`src/rtl/kamus_id_queue.sv`:
```
// kamus_pkg: RV32I operation encoding, decoded-instruction payload and queue entry.
// kamus_id_queue: decode-on-enqueue instruction queue between fetch and EX.
//   clk_i, rst_ni                     clock, async active-low reset
//   instr_valid_i/ready_o, instr_i,
//   instr_addr_i, next_pc_i           fetch-side push
//   dec_valid_o/ready_i, instr_o,
//   rs1/rs2/rd_addr_o, next_pc_o,
//   illegal_o                         issue-side head entry
//   flush_i, ex_load_valid_i,
//   ex_load_rd_i, count_o             flush, load-use interlock, occupancy
package kamus_pkg;
    localparam int unsigned XLEN  = 32;
    localparam int unsigned REG_W = 5;

    typedef enum logic [5:0] {
        OP_INVALID, OP_LUI, OP_AUIPC, OP_JAL, OP_JALR,
        OP_BEQ, OP_BNE, OP_BLT, OP_BGE, OP_BLTU, OP_BGEU,
        OP_LB, OP_LH, OP_LW, OP_LBU, OP_LHU, OP_SB, OP_SH, OP_SW,
        OP_ADD, OP_SUB, OP_SLL, OP_SLT, OP_SLTU, OP_XOR, OP_SRL, OP_SRA, OP_OR, OP_AND,
        OP_FENCE, OP_FENCE_I, OP_ECALL, OP_EBREAK
    } op_e;

    typedef enum logic [2:0] {FMT_NONE, FMT_I, FMT_S, FMT_B, FMT_U, FMT_J, FMT_SH} fmt_e;

    typedef struct packed {
        op_e             operation;
        logic [XLEN-1:0] immediate;
        logic            immediate_used;
        logic [XLEN-1:0] pc;
    } instr_decoded_t;

    typedef struct packed {
        instr_decoded_t   dec;
        logic [REG_W-1:0] rs1;
        logic [REG_W-1:0] rs2;
        logic [REG_W-1:0] rd;
        logic             rs1_used;
        logic             rs2_used;
        logic [XLEN-1:0]  next_pc;
    } id_entry_t;

    // Full RV32I decode of one raw instruction into a queue entry.
    function automatic id_entry_t decode(input logic [31:0] instr,
                                         input logic [XLEN-1:0] pc,
                                         input logic [XLEN-1:0] npc);
        id_entry_t e;
        op_e       op;
        fmt_e      fmt;
        logic [2:0] f3;
        logic [6:0] f7;
        op  = OP_INVALID;
        fmt = FMT_NONE;
        f3  = instr[14:12];
        f7  = instr[31:25];
        if (instr[1:0] == 2'b11) begin
            case (instr[6:2])
                5'b01101: begin op = OP_LUI;   fmt = FMT_U; end
                5'b00101: begin op = OP_AUIPC; fmt = FMT_U; end
                5'b11011: begin op = OP_JAL;   fmt = FMT_J; end
                5'b11001: if (f3 == 3'b000) begin op = OP_JALR; fmt = FMT_I; end
                5'b11000: begin
                    fmt = FMT_B;
                    case (f3)
                        3'b000:  op = OP_BEQ;
                        3'b001:  op = OP_BNE;
                        3'b100:  op = OP_BLT;
                        3'b101:  op = OP_BGE;
                        3'b110:  op = OP_BLTU;
                        3'b111:  op = OP_BGEU;
                        default: op = OP_INVALID;
                    endcase
                end
                5'b00000: begin
                    fmt = FMT_I;
                    case (f3)
                        3'b000:  op = OP_LB;
                        3'b001:  op = OP_LH;
                        3'b010:  op = OP_LW;
                        3'b100:  op = OP_LBU;
                        3'b101:  op = OP_LHU;
                        default: op = OP_INVALID;
                    endcase
                end
                5'b01000: begin
                    fmt = FMT_S;
                    case (f3)
                        3'b000:  op = OP_SB;
                        3'b001:  op = OP_SH;
                        3'b010:  op = OP_SW;
                        default: op = OP_INVALID;
                    endcase
                end
                5'b00100: begin
                    fmt = FMT_I;
                    case (f3)
                        3'b000: op = OP_ADD;
                        3'b010: op = OP_SLT;
                        3'b011: op = OP_SLTU;
                        3'b100: op = OP_XOR;
                        3'b110: op = OP_OR;
                        3'b111: op = OP_AND;
                        3'b001: begin
                            fmt = FMT_SH;
                            if (f7 == 7'b0000000) op = OP_SLL;
                        end
                        default: begin
                            fmt = FMT_SH;
                            if (f7 == 7'b0000000)      op = OP_SRL;
                            else if (f7 == 7'b0100000) op = OP_SRA;
                        end
                    endcase
                end
                5'b01100: begin
                    if (f7 == 7'b0000000) begin
                        case (f3)
                            3'b000:  op = OP_ADD;
                            3'b001:  op = OP_SLL;
                            3'b010:  op = OP_SLT;
                            3'b011:  op = OP_SLTU;
                            3'b100:  op = OP_XOR;
                            3'b101:  op = OP_SRL;
                            3'b110:  op = OP_OR;
                            default: op = OP_AND;
                        endcase
                    end else if (f7 == 7'b0100000) begin
                        if (f3 == 3'b000)      op = OP_SUB;
                        else if (f3 == 3'b101) op = OP_SRA;
                    end
                end
                5'b00011: begin
                    if (f3 == 3'b000)      op = OP_FENCE;
                    else if (f3 == 3'b001) op = OP_FENCE_I;
                end
                5'b11100: begin
                    if (instr == 32'h0000_0073)      op = OP_ECALL;
                    else if (instr == 32'h0010_0073) op = OP_EBREAK;
                end
                default: op = OP_INVALID;
            endcase
        end
        if (op == OP_INVALID) fmt = FMT_NONE;

        e = '0;
        e.dec.operation = op;
        e.dec.pc        = pc;
        e.next_pc       = npc;
        e.rs1           = instr[19:15];
        e.rs2           = instr[24:20];
        e.rd            = instr[11:7];
        e.dec.immediate_used = (fmt != FMT_NONE);
        case (fmt)
            FMT_I:   e.dec.immediate = {{20{instr[31]}}, instr[31:20]};
            FMT_S:   e.dec.immediate = {{20{instr[31]}}, instr[31:25], instr[11:7]};
            FMT_B:   e.dec.immediate = {{19{instr[31]}}, instr[31], instr[7], instr[30:25], instr[11:8], 1'b0};
            FMT_U:   e.dec.immediate = {instr[31:12], 12'b0};
            FMT_J:   e.dec.immediate = {{11{instr[31]}}, instr[31], instr[19:12], instr[20], instr[30:21], 1'b0};
            FMT_SH:  e.dec.immediate = {27'b0, instr[24:20]};
            default: e.dec.immediate = '0;
        endcase
        e.rs1_used = !(op inside {OP_LUI, OP_AUIPC, OP_JAL, OP_FENCE, OP_FENCE_I, OP_ECALL, OP_EBREAK});
        e.rs2_used = (op inside {OP_BEQ, OP_BNE, OP_BLT, OP_BGE, OP_BLTU, OP_BGEU, OP_SB, OP_SH, OP_SW})
                  || ((op inside {OP_ADD, OP_SUB, OP_SLL, OP_SLT, OP_SLTU, OP_XOR, OP_SRL, OP_SRA, OP_OR, OP_AND})
                      && (fmt == FMT_NONE));
        return e;
    endfunction
endpackage

module kamus_id_queue
    import kamus_pkg::*;
#(
    parameter int unsigned DEPTH    = 4,
    parameter int unsigned PC_WIDTH = 32
) (
    input  logic                        clk_i,
    input  logic                        rst_ni,
    input  logic                        instr_valid_i,
    output logic                        instr_ready_o,
    input  logic [31:0]                 instr_i,
    input  logic [PC_WIDTH-1:0]         instr_addr_i,
    input  logic [PC_WIDTH-1:0]         next_pc_i,
    output logic                        dec_valid_o,
    input  logic                        dec_ready_i,
    output instr_decoded_t              instr_o,
    output logic [4:0]                  rs1_addr_o,
    output logic [4:0]                  rs2_addr_o,
    output logic [4:0]                  rd_addr_o,
    output logic [PC_WIDTH-1:0]         next_pc_o,
    output logic                        illegal_o,
    input  logic                        flush_i,
    input  logic                        ex_load_valid_i,
    input  logic [4:0]                  ex_load_rd_i,
    output logic [$clog2(DEPTH):0]      count_o
);
    localparam int unsigned PTR_W = $clog2(DEPTH);
    localparam int unsigned CNT_W = $clog2(DEPTH) + 1;

    typedef enum logic {ST_RUN, ST_HALT} state_e;

    id_entry_t        mem_q [DEPTH];
    logic [PTR_W-1:0] wr_ptr_q, rd_ptr_q;
    logic [CNT_W-1:0] count_q;
    state_e           state_q, state_d;
    logic             ready_en_q;   // holds instr_ready_o low until the first edge out of reset

    id_entry_t push_entry, head;
    logic      full, empty, hazard, push, pop;

    assign full  = (count_q == CNT_W'(DEPTH));
    assign empty = (count_q == '0);

    assign push_entry = decode(instr_i, XLEN'(instr_addr_i), XLEN'(next_pc_i));

    // Head view: straight from storage, zeroed when nothing is queued.
    always_comb begin
        head = '0;
        if (!empty) head = mem_q[rd_ptr_q];
    end

    // Load-use interlock against the load currently in EX.
    assign hazard = ex_load_valid_i && (ex_load_rd_i != '0)
                 && ((head.rs1_used && (head.rs1 == ex_load_rd_i))
                  || (head.rs2_used && (head.rs2 == ex_load_rd_i)));

    assign instr_ready_o = ready_en_q && !full && (state_q == ST_RUN) && !flush_i;
    assign dec_valid_o   = !empty && !hazard && !flush_i;
    assign push          = instr_valid_i && instr_ready_o;
    assign pop           = dec_valid_o && dec_ready_i;

    assign instr_o    = head.dec;
    assign rs1_addr_o = head.rs1;
    assign rs2_addr_o = head.rs2;
    assign rd_addr_o  = head.rd;
    assign next_pc_o  = PC_WIDTH'(head.next_pc);
    assign illegal_o  = !empty && (head.dec.operation == OP_INVALID);
    assign count_o    = count_q;

    // Next-state: an accepted illegal instruction halts intake until flush.
    always_comb begin
        state_d = state_q;
        if (flush_i) begin
            state_d = ST_RUN;
        end else if ((state_q == ST_RUN) && push && (push_entry.dec.operation == OP_INVALID)) begin
            state_d = ST_HALT;
        end
    end

    always_ff @(posedge clk_i or negedge rst_ni) begin
        if (!rst_ni) begin
            state_q    <= ST_RUN;
            ready_en_q <= 1'b0;
        end else begin
            state_q    <= state_d;
            ready_en_q <= 1'b1;
        end
    end

    // Storage, pointers and occupancy; flush wins over push and pop.
    always_ff @(posedge clk_i or negedge rst_ni) begin
        if (!rst_ni) begin
            wr_ptr_q <= '0;
            rd_ptr_q <= '0;
            count_q  <= '0;
            for (int i = 0; i < int'(DEPTH); i++) mem_q[i] <= '0;
        end else if (flush_i) begin
            wr_ptr_q <= '0;
            rd_ptr_q <= '0;
            count_q  <= '0;
        end else begin
            if (push) begin
                mem_q[wr_ptr_q] <= push_entry;
                wr_ptr_q        <= wr_ptr_q + PTR_W'(1);
            end
            if (pop) rd_ptr_q <= rd_ptr_q + PTR_W'(1);
            case ({push, pop})
                2'b10:   count_q <= count_q + CNT_W'(1);
                2'b01:   count_q <= count_q - CNT_W'(1);
                default: count_q <= count_q;
            endcase
        end
    end
endmodule

```
`config.mk`:
```
export PLATFORM = sky130hd
export DESIGN_NAME = kamus_id_queue
export DESIGN_NICKNAME = d
export VERILOG_FILES = /design/src/rtl/kamus_id_queue.sv
export SDC_FILE = /design/constraint.sdc
export NUM_CORES = 1
export LEC_CHECK = 0
export BUFFER_PORTS_ARGS = -buffer_cell sky130_fd_sc_hd__buf_2
export CAP_MARGIN = 5
export CORE_MARGIN = 2
export CORE_UTILIZATION = 64
export DETAILED_ROUTE_END_ITERATION = 10
export GPL_ROUTABILITY_DRIVEN = 0
export GPL_TIMING_DRIVEN = 1
export PLACE_DENSITY = 0.92
export SYNTH_ARGS = -nofsm -noshare
export SYNTH_HDL_FRONTEND = slang
export SYNTH_SLANG_ARGS = --single-unit
```
`constraint.sdc`:
```
create_clock -name clk_i -period 6.35 [get_ports clk_i]
set_input_delay 1.27 -clock clk_i [delete_from_list [all_inputs] [get_ports clk_i]]
set_output_delay 1.27 -clock clk_i [all_outputs]
set_load 0.02 [all_outputs]
```
---- Word-level counts from Yosys, hierarchy flattened ----
Index checks and enable logic that the tools add are counted.
word-level totals
  register bits after elaboration ......... 489
  input bits .............................. 107
  output and inout port bits .............. 124
  logic and storage cells ................. 196
cells by class
  $add $sub $neg .......................... 4
  magnitude comparators ................... 3
  equal/unequal tests ..................... 58
  multiplexer cells ....................... 40
  bitwise logic cells ..................... 4
  reduce and logical (&&, ||, !) cells .... 42
operator list
  operator                                                            count
  480-bit bitwise mux                                                 1
  120-bit two-way mux                                                 4
  120-bit binary-select mux with 2-bit select                         1
  120-bit demux with 2-bit select                                     1
  32-bit one-hot mux with 6 select lines                              1
  6-bit by 5-bit == test with 1-bit output (second input constant)    16
  6-bit one-hot mux with 11 select lines                              1
  5-bit two-way mux                                                   8
  5-bit one-hot mux with 7 select lines                               1
  32-bit by 21-bit == test with 1-bit output (second input constant)  1
  32-bit by 7-bit == test with 1-bit output (second input constant)   1
  4-bit one-hot mux with 7 select lines                               1
  3-bit == test (second input constant)                               8
  6-bit two-way mux                                                   4
  4-bit one-hot mux with 6 select lines                               1
  3-bit one-hot mux with 7 select lines                               1
  5-bit == test (second input constant)                               4
  4-bit one-hot mux with 5 select lines                               1
  6-bit by 3-bit == test with 1-bit output (second input constant)    3
  6-bit by 4-bit == test with 1-bit output (second input constant)    3
  1-bit logical AND                                                   16
  5-bit by 4-bit == test with 1-bit output (second input constant)    3
  3-bit two-way mux                                                   5
  5-bit one-hot mux with 3 select lines                               1
  36 further kinds                                                    64

---- Longest topological paths before layout ----
  depth in word-level cells ............... 16
  mapped depth ............................ 13
  mapped depth without buffers ............ 11

---- Worst setup path after synthesis ----
Ideal clock, no wire load.
  path type ............................... input to output
  from .................................... input ex_load_rd_i[0]
  to ...................................... output dec_valid_o
  arrival time ............................ 2893 ps
  data required time ...................... 5080 ps
  path slack .............................. 2187 ps
  cell stages on the path ................. 5
  path buffers ............................ 0
  cell sequence ........................... or4_1 o211a_1 o2111ai_1 nor3_1 nor4_1
on the way
  cells in the longest elaborated chain, start to end .. 7
  elaborated cells on any way between the ends .. 11
  classes of those cells .................. eq/ne: 2; reduce/logical: 9
ends and longest elaborated chain
  element                               RTL line  text
  from (decl)                           191       input logic [4:0] ex_load_rd_i,
  5-bit == test (on tied branches)      221, 222
  1-bit logical AND (on tied branches)  221, 222
  1-bit logical OR                      222       || (head.rs2_used && (head.rs2 == ex_load_rd_i)));
  1-bit logical AND *                   221       && ((head.rs1_used && (head.rs1 == ex_load_rd_i))
  1-bit zero test *                     225       assign dec_valid_o = !empty && !hazard && !flush_i;
  1-bit logical AND * (2 in series)     225
  to (decl)                             181       output logic dec_valid_o,
Mark *: on every way between the ends. The rest lies on a longest branch, timed or not.

---- Worst setup path after layout ----
  from .................................... register rd_ptr_q[0]
  to ...................................... output dec_valid_o
on the way
  cells in the longest elaborated chain, start to end .. 12
  elaborated cells on any way between the ends .. 14
  classes of those cells .................. eq/ne: 2; mux: 4; bitwise: 1; reduce/logical: 7
ends and longest elaborated chain
  element                                                    RTL line  text
  from (decl)                                                200       logic [PTR_W-1:0] wr_ptr_q, rd_ptr_q;
  from (signal assigned)                                     273       if (pop) rd_ptr_q <= rd_ptr_q + PTR_W'(1);
  2-bit inverter with 3-bit output (not written as such) *   216       if (!empty) head = mem_q[rd_ptr_q];
  120-bit binary-select mux with 2-bit select *              216
  120-bit two-way mux (not written as such) * (2 in series)  216
  120-bit two-way mux *                                      216
  5-bit == test (on tied branches)                           221, 222
  1-bit logical AND (on tied branches)                       221, 222
  1-bit logical OR *                                         222
  1-bit logical AND *                                        221
  1-bit zero test *                                          225
  1-bit logical AND * (2 in series)                          225
Mark *: on every way between the ends. The rest lies on a longest branch, timed or not. The select of a mux whose other input is x is not followed.

==> out/results.txt <==
The flow ran to the end, and the final reports show no timing, DRC or antenna violations. The power density normalized to cell area is 427.2 nW/um2, and the cell count of the worst hold path is 2. In the post-synthesis netlist, the biggest area contributors are sky130_fd_sc_hd__dfrtp_1 (52%), sky130_fd_sc_hd__nand2_1 (17%), sky130_fd_sc_hd__mux4_2 (11%).

Startpoint type of the worst setup path: a flop. The first routing iteration left 2682 violations. The floorplan step defined a core boundary enclosing 36520 um2. Before antenna repair, the detailed router went through 10 iterations. The average detailed-routed wire length per instance was 22.11 um; the number of endpoints failing setup at the final stage was 0. The tools report the yosys synthesis warning count as 0. Number of nets produced by synthesis: 2650. The worst hold path begins at mem_q[254].

Async set-reset flop share out of synthesis: 1.000. Port buffering added 230 buffers. IR analysis of the VDD net gives a maximum drop of 0.3428 mV. The count of cells resized by post-cts repair was 0. For the effective utilization at floorplan, the log shows 0.6498. Peak-usage layer in the global routing report: met2. Dominant cell by count in the synthesized netlist: sky130_fd_sc_hd__nand2_1.

The global routing usage on met1 came out at 0.4786. Synthesis inferred 489 register bits. The longest clock path from root to sink contains 3 buffers. The logs give 0.5868 for the routing usage on met2 and 489 for the number of clock sinks seen by CTS. TritonCTS built the clock tree. For the setup TNS, the log shows 0 ns. The sequential area share after synthesis was 0.5156; the share of post-route cells with drive strength above 1 was 0.1856. For this block, the routed nets add up to 70210 um of wire. The run gives 0 as the post-CTS repair timing setup buffer count. After technology mapping, the gate count stands at 2538. Die extent in y: 196.6 um. Signed area change from the synthesized netlist to the final layout: 12.57%. The total of fill cells in the finished design came out at 2309.

After clock tree synthesis, the flow added hold-fix buffers numbering 0. In this run the worst path has a maximum fanout of 50. The tools report the highest achievable clock rate as 0.2011 GHz. The max-cap check violation count was 0; the summed instance area of the synthesized netlist was 23730 um2. The net count of the finished layout came out at 2774. The number of antenna violations at the first check in global routing came out at 11. The worst setup skew after layout was 0.02278 ns; the leakage power total was 13.40 nW. The critical path is of the reg2out type.

The die covers 38640 um2. In this run the mean area of a mapped cell was 9.351 um2. The floorplan has 70 rows. The startpoint identified for the worst register-to-register timing path is rd_ptr_q[0]. Detailed routing inserted a total of 20630 vias. The run gives 0 as the final max-slew violation count.

For the maximum number of pins on one net before global-route repair, the log shows 173. Across all register-to-register paths, the minimum setup slack is 2.35 ns. Overall power consumption after layout is estimated at 11.41 mW.

The number of global-route vias before repair is 21170, and the HPWL after detailed placement is 42260 um. Dividing the detail-routed via count by the number of cells gives 6.499. The die is 196.6 um wide. The tools report the global routing usage on met3 as 0.08128. 231 I/O pins were placed. The number of failing hold endpoints at the final stage was 0.

For the combined global-route utilization of all metal layers, the log shows 0.3704. The worst hold path belongs to the class reg2reg. The H-tree level count was 2; the wire length of the first global-routing pass was 111800 um.

The synthesized design contains 0 enable-type register cells. Setup repair after global routing left no endpoint under its margin. The pin slew with the least headroom to its limit works out to 1.220 ns. For the max-slew headroom at the worst pin, the log shows 0.1864. The worst setup path is captured at a primary output. The capturing point of the worst reg2reg path was count_o[2].

The commonest cells after synthesis are sky130_fd_sc_hd__nand2_1 (1098), sky130_fd_sc_hd__dfrtp_1 (489), sky130_fd_sc_hd__clkbuf_1 (133). The cell chosen for the clock root was sky130_fd_sc_hd__clkbuf_16. Summed over all instances, the cell type with the most area after synthesis is sky130_fd_sc_hd__dfrtp_1. At the worst endpoint, the arrival time is 3.70 ns. Data on the critical path is required at its endpoint by 5.08 ns. The worst reg2reg path depth was 11. The count of nets left with antenna violations once routing finished came out at 0.

The main flop type after synthesis was sky130_fd_sc_hd__dfrtp_1. The end point of the most critical hold path is mem_q[254]. The later pin in the worst-skew pair is clocked with a latency of 0.60 ns.

The final cycle utilization of the critical path is 0.7832, and the clock period minus final worst setup slack is 4.973 ns. The clock edge transition at the registers on the reported setup and hold paths was 0.07 ns. The synthesized netlist contains 79 unique library cells. The share of the synthesized area in the top cell type was 0.5156. After global routing the overflow that remains totals 0. For this run, design rule violations remaining after detail routing come to 0. TritonCTS created 50 clock buffers.
## cell type report
class	count	area, um2	area share
diodes	8	20.02	0.0007493
clock buffers	74	1483	0.05550
clock inverters	15	200.2	0.007493
inverters	15	56.30	0.002107
multi-input cells	1850	10750	0.4022
flip-flops and latches	489	12240	0.4583
well taps	468	585.6	0.02192
repair buffers	256	1381	0.05170
## flip-flops by register name (all words and copies together), names as in the netlist
signal and cells:
mem_q 480, count_o 3, rd_ptr_q 2, wr_ptr_q 2
ready_en_q 1, state_q 1
## kinds of logic (layout without fill, tap and decap cells)
logic type,Yosys count,after routing,share of synthesized area
muxes,142,142,0.1238
AOI/OAI and AO/OA,227,227,0.06041
xor gates and xnor gates,7,7,0.002583
and+or+nand+nor,1468,1468,0.2605
adders and majority gates,5,5,0.002952
other,1,9,0.0001580
buffers and inverters,199,360,0.03395
DFF,489,489,0.5156
## worst max-delay path by stage
stage,to,cells after the start,slack [ns],startpoint
after floorplan,dec_valid_o,5,2.19,ex_load_rd_i[0]
after global placement,mem_q[352],10,1.95,instr_i[12]
after detailed placement,mem_q[346],10,1.79,instr_i[12]
after CTS,dec_valid_o,6,1.38,rd_ptr_q[0]
after global routing,dec_valid_o,6,1.26,rd_ptr_q[0]
final,dec_valid_o,6,1.38,rd_ptr_q[0]
## metrics by stage
stage / setup WS, ns / hold slack, ns / cell area [um2] / utilization / cells
after global routing: 1.259 / 0.4864 / 26710 / 0.7314 / 3173
after CTS: 1.378 / 0.4717 / 26700 / 0.7310 / 3167
final: 1.377 / 0.4715 / 26720 / 0.7315 / 3175
after detailed placement: 1.786 / 0.4568 / 25010 / 0.6849 / 3078
after global placement: 1.950 / 0.4511 / 25010 / 0.6849 / 3078
after floorplan: 2.187 / 0.4379 / 23730 / - / 2538
## power breakdown
group          leakage (nW)  internal, mW  switching (mW)
Sequential             6.52          3.93           0.599
Combinational          6.05          1.67            2.19
Clock                 0.830          1.78            1.25
## layout by cell type (no fill, tap or decap), types with 5 or more instances in the layout
cell                        Yosys  layout
sky130_fd_sc_hd__a21oi_1       68      68
sky130_fd_sc_hd__a22o_1         6       6
sky130_fd_sc_hd__a31oi_1       32      32
sky130_fd_sc_hd__and2_1       121     121
sky130_fd_sc_hd__and3_1        13       9
sky130_fd_sc_hd__buf_2         30     229
sky130_fd_sc_hd__buf_4          0      24
sky130_fd_sc_hd__clkbuf_1     133      11
sky130_fd_sc_hd__clkbuf_16      0      51
sky130_fd_sc_hd__clkbuf_8       0      12
sky130_fd_sc_hd__clkinv_2       0       7
sky130_fd_sc_hd__dfrtp_1      489     487
sky130_fd_sc_hd__diode_2        0       8
sky130_fd_sc_hd__inv_1         15      15
sky130_fd_sc_hd__mux2_2        13      13
sky130_fd_sc_hd__mux2i_1        9       9
sky130_fd_sc_hd__mux4_2       120     120
sky130_fd_sc_hd__nand2_1     1098    1094
sky130_fd_sc_hd__nand2b_1       5       5
sky130_fd_sc_hd__nand3_1       36      36
sky130_fd_sc_hd__nand3b_1       5       5
sky130_fd_sc_hd__nand4_1        5       5
sky130_fd_sc_hd__nor2_1       104     104
sky130_fd_sc_hd__nor2b_1        6       6
sky130_fd_sc_hd__nor3_1        22      22
sky130_fd_sc_hd__nor4_1        19      19
sky130_fd_sc_hd__o21ai_0       17      17
sky130_fd_sc_hd__o21ai_1       44      44
sky130_fd_sc_hd__o31ai_1        7       7
## layer usage
| metal | vias to the layer above | part of all wire |
|---|---|---|
| li1 | 8673 | - |
| met1 | 10120 | 0.35 |
| met2 | 1505 | 0.47 |
| met3 | 326 | 0.12 |
| met4 | 6 | 0.055 |
| met5 | - | 0.00051 |
## worst max-delay path, cell delays in order (launching register included)
cell                      delay [ns]
sky130_fd_sc_hd__dfrtp_4        1.11
sky130_fd_sc_hd__mux4_2         0.64
sky130_fd_sc_hd__and2_1         0.19
sky130_fd_sc_hd__a32o_1         0.24
sky130_fd_sc_hd__o211a_1        0.26
sky130_fd_sc_hd__nor4_1         0.37
sky130_fd_sc_hd__buf_2          0.25
Note: power is estimated with default switching activity, not from simulation.
